[config.mk]
export PLATFORM = sky130hd
export DESIGN_NAME = uart_periph
export DESIGN_NICKNAME = d
export VERILOG_FILES = /design/src/rtl/uart_periph.sv
export SDC_FILE = /design/constraint.sdc
export NUM_CORES = 1
export LEC_CHECK = 0
export ABC_AREA = 1
export CAP_MARGIN = 20
export CORE_UTILIZATION = 35
export CTS_CLUSTER_DIAMETER = 120
export DETAILED_ROUTE_END_ITERATION = 16
export GPL_ROUTABILITY_DRIVEN = 0
export GPL_TIMING_DRIVEN = 0
export PLACE_DENSITY = 0.7
export RECOVER_POWER = 25
export SLEW_MARGIN = 20
export SYNTH_ARGS = -nofsm -noshare
export SYNTH_HDL_FRONTEND = slang
export SYNTH_SLANG_ARGS = --single-unit
[constraint.sdc]
create_clock -name clk -period 1.85 [get_ports clk]
set_clock_uncertainty 0.05 [all_clocks]
set_input_delay 0.37 -clock clk [delete_from_list [all_inputs] [get_ports clk]]
set_output_delay 0.37 -clock clk [all_outputs]
set_load 0.005 [all_outputs]
[src/rtl/uart_periph.sv]
// Memory-mapped UART peripheral: TXD/RXD/CON word registers, 8N1 framing,
// independent TX and RX state machines, level interrupt.
module uart_periph #(
  parameter int          BAUD_DIV = 5208,
  parameter logic [31:0] BASE     = 32'h40000018
) (
  input  logic        clk,
  input  logic        reset,
  input  logic        MemRd,
  input  logic        MemWr,
  input  logic [31:0] Addr,
  input  logic [31:0] WriteData,
  output logic [31:0] ReadData,
  input  logic        UART_RX,
  output logic        UART_TX,
  output logic        uart_irq
);

  localparam logic [15:0] DIV_LAST  = 16'(BAUD_DIV - 1);
  localparam logic [15:0] HALF_LAST = 16'((BAUD_DIV / 2) - 1);

  typedef enum logic [1:0] {TX_IDLE, TX_START, TX_DATA, TX_STOP} tx_state_t;
  typedef enum logic [1:0] {RX_IDLE, RX_START, RX_DATA, RX_STOP} rx_state_t;

  // Bus decode
  logic sel_txd, sel_rxd, sel_con;
  logic tx_wr, con_wr, con_rd, rxd_rd;
  assign sel_txd = (Addr == BASE);
  assign sel_rxd = (Addr == (BASE + 32'd4));
  assign sel_con = (Addr == (BASE + 32'd8));
  assign tx_wr   = MemWr & sel_txd;
  assign con_wr  = MemWr & sel_con;
  assign con_rd  = MemRd & sel_con;
  assign rxd_rd  = MemRd & sel_rxd;

  // Upper write-data bits are not used by any register
  logic unused_wdata;
  assign unused_wdata = ^WriteData[31:8];

  // Control/status state
  logic tx_ie, rx_ie, rx_done, tx_done, tx_busy, frame_err, overrun;
  logic [7:0] rxd;

  // ---------------- TX ----------------
  tx_state_t   tx_state, tx_next;
  logic [15:0] tx_cnt;
  logic [2:0]  tx_bit;
  logic [7:0]  tx_shift;
  logic        tx_out;
  logic        tx_tick, tx_go, tx_finish;

  assign tx_tick = (tx_cnt == DIV_LAST);

  // TX next-state logic; a write is only accepted from IDLE
  always_comb begin
    tx_next   = tx_state;
    tx_go     = 1'b0;
    tx_finish = 1'b0;
    case (tx_state)
      TX_IDLE: begin
        if (tx_wr) begin
          tx_next = TX_START;
          tx_go   = 1'b1;
        end else begin
          tx_next = TX_IDLE;
        end
      end
      TX_START: if (tx_tick) tx_next = TX_DATA; else tx_next = TX_START;
      TX_DATA:  if (tx_tick && (tx_bit == 3'd7)) tx_next = TX_STOP; else tx_next = TX_DATA;
      TX_STOP: begin
        if (tx_tick) begin
          tx_next   = TX_IDLE;
          tx_finish = 1'b1;
        end else begin
          tx_next = TX_STOP;
        end
      end
      default: tx_next = TX_IDLE;
    endcase
  end

  // TX state register, bit timer, shifter and registered line output
  always_ff @(posedge clk) begin
    if (reset) begin
      tx_state <= TX_IDLE;
      tx_cnt   <= 16'd0;
      tx_bit   <= 3'd0;
      tx_shift <= 8'd0;
      tx_out   <= 1'b1;
    end else begin
      tx_state <= tx_next;
      case (tx_state)
        TX_IDLE: begin
          tx_cnt <= 16'd0;
          tx_bit <= 3'd0;
          if (tx_wr) begin
            tx_shift <= WriteData[7:0];
            tx_out   <= 1'b0;
          end
        end
        TX_START: begin
          if (tx_tick) begin
            tx_cnt <= 16'd0;
            tx_out <= tx_shift[0];
          end else begin
            tx_cnt <= tx_cnt + 16'd1;
          end
        end
        TX_DATA: begin
          if (tx_tick) begin
            tx_cnt <= 16'd0;
            if (tx_bit == 3'd7) begin
              tx_out <= 1'b1;
            end else begin
              tx_bit   <= tx_bit + 3'd1;
              tx_shift <= {1'b0, tx_shift[7:1]};
              tx_out   <= tx_shift[1];
            end
          end else begin
            tx_cnt <= tx_cnt + 16'd1;
          end
        end
        TX_STOP: begin
          if (tx_tick) tx_cnt <= 16'd0;
          else         tx_cnt <= tx_cnt + 16'd1;
        end
        default: tx_cnt <= 16'd0;
      endcase
    end
  end

  assign UART_TX = tx_out;

  // ---------------- RX ----------------
  rx_state_t   rx_state, rx_next;
  logic        rx_s1, rx_s2, rx_prev;
  logic [15:0] rx_cnt;
  logic [2:0]  rx_bit;
  logic [7:0]  rx_shift;
  logic        rx_wait;
  logic        rx_tick, rx_good, rx_bad;

  assign rx_tick = (rx_cnt == DIV_LAST);

  // Two-flop synchronizer plus one delay stage for falling-edge detection
  always_ff @(posedge clk) begin
    if (reset) begin
      rx_s1   <= 1'b1;
      rx_s2   <= 1'b1;
      rx_prev <= 1'b1;
    end else begin
      rx_s1   <= UART_RX;
      rx_s2   <= rx_s1;
      rx_prev <= rx_s2;
    end
  end

  // RX next-state logic and stop-bit outcome
  always_comb begin
    rx_next = rx_state;
    rx_good = 1'b0;
    rx_bad  = 1'b0;
    case (rx_state)
      RX_IDLE: if (rx_prev && !rx_s2) rx_next = RX_START; else rx_next = RX_IDLE;
      RX_START: begin
        if (rx_cnt == HALF_LAST) begin
          if (rx_s2) rx_next = RX_IDLE;
          else       rx_next = RX_DATA;
        end else begin
          rx_next = RX_START;
        end
      end
      RX_DATA: if (rx_tick && (rx_bit == 3'd7)) rx_next = RX_STOP; else rx_next = RX_DATA;
      RX_STOP: begin
        if (rx_wait) begin
          // Framing error: hold until the line returns high
          if (rx_s2) rx_next = RX_IDLE;
          else       rx_next = RX_STOP;
        end else if (rx_tick) begin
          if (rx_s2) begin
            rx_good = 1'b1;
            rx_next = RX_IDLE;
          end else begin
            rx_bad  = 1'b1;
            rx_next = RX_STOP;
          end
        end else begin
          rx_next = RX_STOP;
        end
      end
      default: rx_next = RX_IDLE;
    endcase
  end

  // RX state register, bit timer, shifter and received-byte register
  always_ff @(posedge clk) begin
    if (reset) begin
      rx_state <= RX_IDLE;
      rx_cnt   <= 16'd0;
      rx_bit   <= 3'd0;
      rx_shift <= 8'd0;
      rx_wait  <= 1'b0;
      rxd      <= 8'd0;
    end else begin
      rx_state <= rx_next;
      case (rx_state)
        RX_IDLE: begin
          rx_cnt  <= 16'd0;
          rx_bit  <= 3'd0;
          rx_wait <= 1'b0;
        end
        RX_START: begin
          if (rx_cnt == HALF_LAST) rx_cnt <= 16'd0;
          else                     rx_cnt <= rx_cnt + 16'd1;
        end
        RX_DATA: begin
          if (rx_tick) begin
            rx_cnt   <= 16'd0;
            rx_shift <= {rx_s2, rx_shift[7:1]};
            rx_bit   <= rx_bit + 3'd1;
          end else begin
            rx_cnt <= rx_cnt + 16'd1;
          end
        end
        RX_STOP: begin
          if (!rx_wait) begin
            if (rx_tick) begin
              rx_cnt <= 16'd0;
              if (rx_s2) rxd     <= rx_shift;
              else       rx_wait <= 1'b1;
            end else begin
              rx_cnt <= rx_cnt + 16'd1;
            end
          end
        end
        default: rx_cnt <= 16'd0;
      endcase
    end
  end

  // Status flags: a set in the same cycle wins over a read-clear
  always_ff @(posedge clk) begin
    if (reset) begin
      tx_ie     <= 1'b0;
      rx_ie     <= 1'b0;
      rx_done   <= 1'b0;
      tx_done   <= 1'b0;
      tx_busy   <= 1'b0;
      frame_err <= 1'b0;
      overrun   <= 1'b0;
    end else begin
      if (con_wr) begin
        tx_ie <= WriteData[0];
        rx_ie <= WriteData[1];
      end
      if (tx_go)          tx_busy <= 1'b1;
      else if (tx_finish) tx_busy <= 1'b0;
      tx_done   <= tx_finish | (tx_done & ~con_rd);
      rx_done   <= rx_good | (rx_done & ~rxd_rd);
      frame_err <= rx_bad | (frame_err & ~con_rd);
      overrun   <= (rx_good & rx_done) | (overrun & ~con_rd);
    end
  end

  // Combinational read mux; zero unless a decoded register is read
  always_comb begin
    ReadData = 32'd0;
    if (MemRd && sel_rxd) begin
      ReadData = {24'd0, rxd};
    end else if (MemRd && sel_con) begin
      ReadData = {25'd0, overrun, frame_err, tx_busy, tx_done, rx_done, rx_ie, tx_ie};
    end else begin
      ReadData = 32'd0;
    end
  end

  assign uart_irq = (tx_ie & tx_done) | (rx_ie & rx_done);

endmodule

-- Yosys cells after proc, flatten, opt, wreduce, memory -nomap -nowiden
Cells that the tools add are included.
- flip-flop bits (word level): 78
- bits of input ports: 69
- output and inout bits: 34
- word-level logic and storage cells: 135
- add/sub/neg operators: 4
- equal/unequal tests: 20
- muxes and demuxes: 51
- bitwise logic cells: 19
- reduce and logical (&&, ||, !) cells: 20
- operators with widths (cell ; count):
    == test 32 x 31 -> 1 bit, second input constant ; 3
    two-way mux 16 bit ; 4
    case mux 16 bit (4 select lines) ; 1
    adder 16 x 1 -> 16 bit, second input constant ; 2
    == test 16 x 13 -> 1 bit, second input constant ; 2
    two-way mux 8 bit ; 4
    case mux 16 bit (2 select lines) ; 1
    two-way mux 1 bit ; 23
    == test 16 x 12 -> 1 bit, second input constant ; 1
    case mux 2 bit (4 select lines) ; 2
    case mux 8 bit (2 select lines) ; 1
    two-way mux 2 bit ; 7
    != test 2 bit, second input constant ; 6
    case mux 3 bit (2 select lines) ; 2
    AND reduction 4 bit ; 3
    AND 1 bit ; 11
    two-way mux 3 bit ; 3
    == test 2 bit, second input constant ; 4
    nonzero test 2 bit ; 4
    two-way mux 7 bit ; 1
    adder 3 x 1 -> 3 bit, second input constant ; 2
    == test 3 bit, second input constant ; 2
    logical AND 1 bit ; 5
    bitwise OR 1 bit ; 5
    10 further kinds ; 15

-- Logic depth before layout (Yosys ltp)
- depth after elaboration: 6
- gate-level depth with buffers: 13
- mapped depth without buffers: 12

-- Worst setup path before layout
No wires, ideal clock.
- path type: input to output
- start point: in Addr[8]
- end point: out ReadData[1]
- arrival: 1.248 ns
- required time: 1.430 ns
- setup slack: 0.182 ns
- stages on the path: 9
- buffers on the path: 0
- cells stage by stage: nor2_1 nand2_1 nor2_1 inv_1 nor3_1 nand2_1 inv_1 nand2_1 o21ai_0
- longest elaborated chain between the ends: 4
- elaborated cells between the ends (all ways): 6
- those cells by class: 2 x eq/ne; 2 x mux; 2 x reduce/logical
- ends and longest elaborated chain (what ; RTL line ; RTL):
    start, declared ; 11 ; input logic [31:0] Addr,
    == test 32 x 31 -> 1 bit ; 30 ; assign sel_con = (Addr == (BASE + 32'd8));
    logical AND 1 bit ; 270 ; end else if (MemRd && sel_con) begin
    two-way mux 7 bit ; 270 ;
    two-way mux 8 bit * ; 268 ; if (MemRd && sel_rxd) begin
    end, declared ; 13 ; output logic [31:0] ReadData,
Every way passes the cells marked *; elsewhere a longest branch is shown, timed or not.

-- Worst setup path in the final report
- start point: in Addr[25]
- end point: out ReadData[2]
Same word-level chain as after synthesis.

==> metrics.txt <==
outcome=finished with violations; failing checks=design-rule violations, negative setup slack; Remaining Overflow, GRT=0; clock root cell=clkbuf_16; DR vias/cell=4.60; largest net degree at the start of global routing=15; Synth Warn #=0; Crit Path Max Fanout=5; Synth area leader=dfxtp_1; share of layout cells above drive strength 1=25.5%; Fmax=513 MHz; Critical Path AT=1.53 ns; post-route ant nets=0; Max VDD drop=0.349 mV; drt first pass iters=10; count of pins over their slew limit=0; Avg Inst Size Synth=6.98 um^2; hold-fix buffers at CTS=0; ys async rst share=0%; n_diodes=0; Syn-to-layout area delta=31.9%; core area=12000 um^2; nets@finish=817; Initial DRC Count=168; post-placement cell count=839; CP Launch Type=input port; drc violations=1; number of global-route vias before repair=3761; Worst Setup End Kind=output pin; die height=113 um; max incr delay on CP=0.20 ns; Crit path top cell by count=nor2_2; max cap viols=0; Worst-path clk slew=0.06 ns; max_slew headroom=61.3%; PortBufs=54; sequential-to-total area share from yosys stat=36.4%; Wirelength per Cell=11.0 um; register bit count reported by yosys=78; IO Pins=103; first-pass GRT wire length=16.3 mm; crit path kind=input port to output pin; CTS tree=built; # rows=40; GRT Util Overall=15.8%; htree depth=3; slowest CP cell=nor3_4; worst hold path class=flop to flop; clk sinks=78; Main synth FF type=dfxtp_1; overall die width=113 um; Post-Syn Instances=615; Min Clock Period, post-route=1.95 ns; routed wire length=9.75 mm; worst skew pair latency=0.33 ns; number of synthesized flops with an enable pin=0; final worst slack=-0.0991 ns; Cell Pwr Density=622 nW/um^2; post-synth cell types=43; Synth Cell Area=4290 um^2; Least-Margin Pin Slew=0.577 ns; initial antenna violation count=0; Req. time, crit path=1.43 ns; reg2reg setup slack=0.01 ns; Initial Util=35.9%; vias=4064; Pleak=0.00246 uW; Clock Path Buffers=2; Setup Viol. Count Final=8; Tcrit/Tclk final=105%; Die ar.=12700 um^2; RSZ-0062 raised after global routing=true; Non-Filler Instances=884; cts bufs inserted=9; post-synth top area share=36.4%; Final Hold Vio Count=0; TNS Setup=-0.560 ns; DP Wirelength=6.83 mm; synth top area cells=dfxtp_1, nor2_1, nand2_1; crit-path cells=buf_6 -> nor2_2 -> nand2_1 -> nor2_2 -> nand2_2 -> nor3_4 -> nand2_4 -> buf_4 -> o22ai_2 -> buf_2
[layout by cell type, fill, tap and decap left out, types with 3 or more instances in the layout]
master           instances
a21oi_1                 37
nand3_1                 31
nor3b_1                  3
xor2_1                  12
nor2_4                   8
o21ai_0                 30
dfxtp_1                 74
buf_6                   18
nand2_4                  8
o21ai_1                  6
clkbuf_1                 7
clkinv_2                 3
nor2_2                  17
ha_1                    14
clkdlybuf4s50_1         10
inv_1                   68
conb_1                  24
nor3_1                  14
clkbuf_16                9
nor2_1                  93
nand2_1                 96
dfxtp_2                  3
nand4_1                 11
buf_4                   49
nand2_2                 11
inv_2                   10
buf_2                   26
o22ai_2                  3
clkbuf_2                 5
[cell usage after synthesis (7+ instances only)]
library cell and count:
nand3_1 33, inv_1 75, buf_4 24, nor3_1 15, a21oi_1 37, xor2_1 12
o21ai_0 36, nand4_1 11, nor2_2 7, dfxtp_1 78, nand2_1 106, ha_1 16
nor2_1 108
[cells by family (layout without fill, tap and decap cells)]
family	after synthesis	in the layout	synth area share [%]
buffers and inverters	116	214	13.1
XOR/XNOR	14	14	2.86
adder cells (fa/ha/maj)	16	16	4.67
AND/OR/NAND/NOR	304	305	32.1
other	1	24	0.0874
multiplexers	2	2	0.467
flip-flops	78	78	36.4
AO/OA/AOI/OAI	84	84	10.3
[timing repair]
item | in CTS | in global routing
setup endpoints to repair | 19 | 56
resized for setup | 178 | 58
cloned | 0 | 1
buffers inserted | 27 | 4
pin swaps | 33 | 28
[layer usage]
metal  global-route usage, %  routed length (um)  vias up
met4                    4.80                 140        0
met5                       0                   0        -
li1                        -                   -     2148
met1                    19.2                4470     1802
met2                    26.8                4530      101
met3                    4.71                 601       13
[flip-flops by register name (all words and copies together) (netlist names), 3 cells and up]
register	count
rx_shift	8
rx_bit	3
rx_cnt	16
tx_bit	3
rxd	8
tx_shift	8
tx_cnt	16
[worst max-delay path: cells and delay by family]
kind	cells	cell delay, ns
simple gates	6	0.69
buf+inv	3	0.37
compound gates	1	0.07
[metrics by stage]
step                util (%)  area (um^2)  setup slack [ns]  hold WS (ns)  total power (uW)
finish                  47.3         5660           -0.0991         0.359              3520
global route            47.3         5660            -0.185         0.384              3650
CTS                     45.9         5490            -0.102         0.361              3520
detailed placement      42.6         5100            -0.998         0.348              1940
global placement        42.6         5100            -0.993         0.342              1940
floorplan                  -         4380             0.182         0.339              1820
[power breakdown]
| part | switching (uW) | internal [uW] |
|---|---|---|
| Clock | 663 | 938 |
| Sequential | 2.34 | 1680 |
| Combinational | 104 | 130 |
[cell type report]
type / count / area, um^2
fill: 1188 / 6300
clock inverter: 4 / 22.5
multi-input combinational: 445 / 2440
buffer: 34 / 236
clock buffer: 12 / 246
sequential: 78 / 1570
timing repair buffer: 83 / 646
inverter: 81 / 312
tap: 147 / 184
[worst paths after layout]
check                         startpoint                  end  cells past startpoint
setup reg to reg  rx_cnt[0]$_SDFFE_PP0P_  rxd[6]$_SDFFE_PP0P_                     11
hold / removal          rx_s1$_SDFF_PP1_     rx_s2$_SDFF_PP1_                      1
hold reg to reg         rx_s1$_SDFF_PP1_     rx_s2$_SDFF_PP1_                      1
setup / recovery                Addr[25]          ReadData[2]                     10
Power figures use the tool's default switching activity.
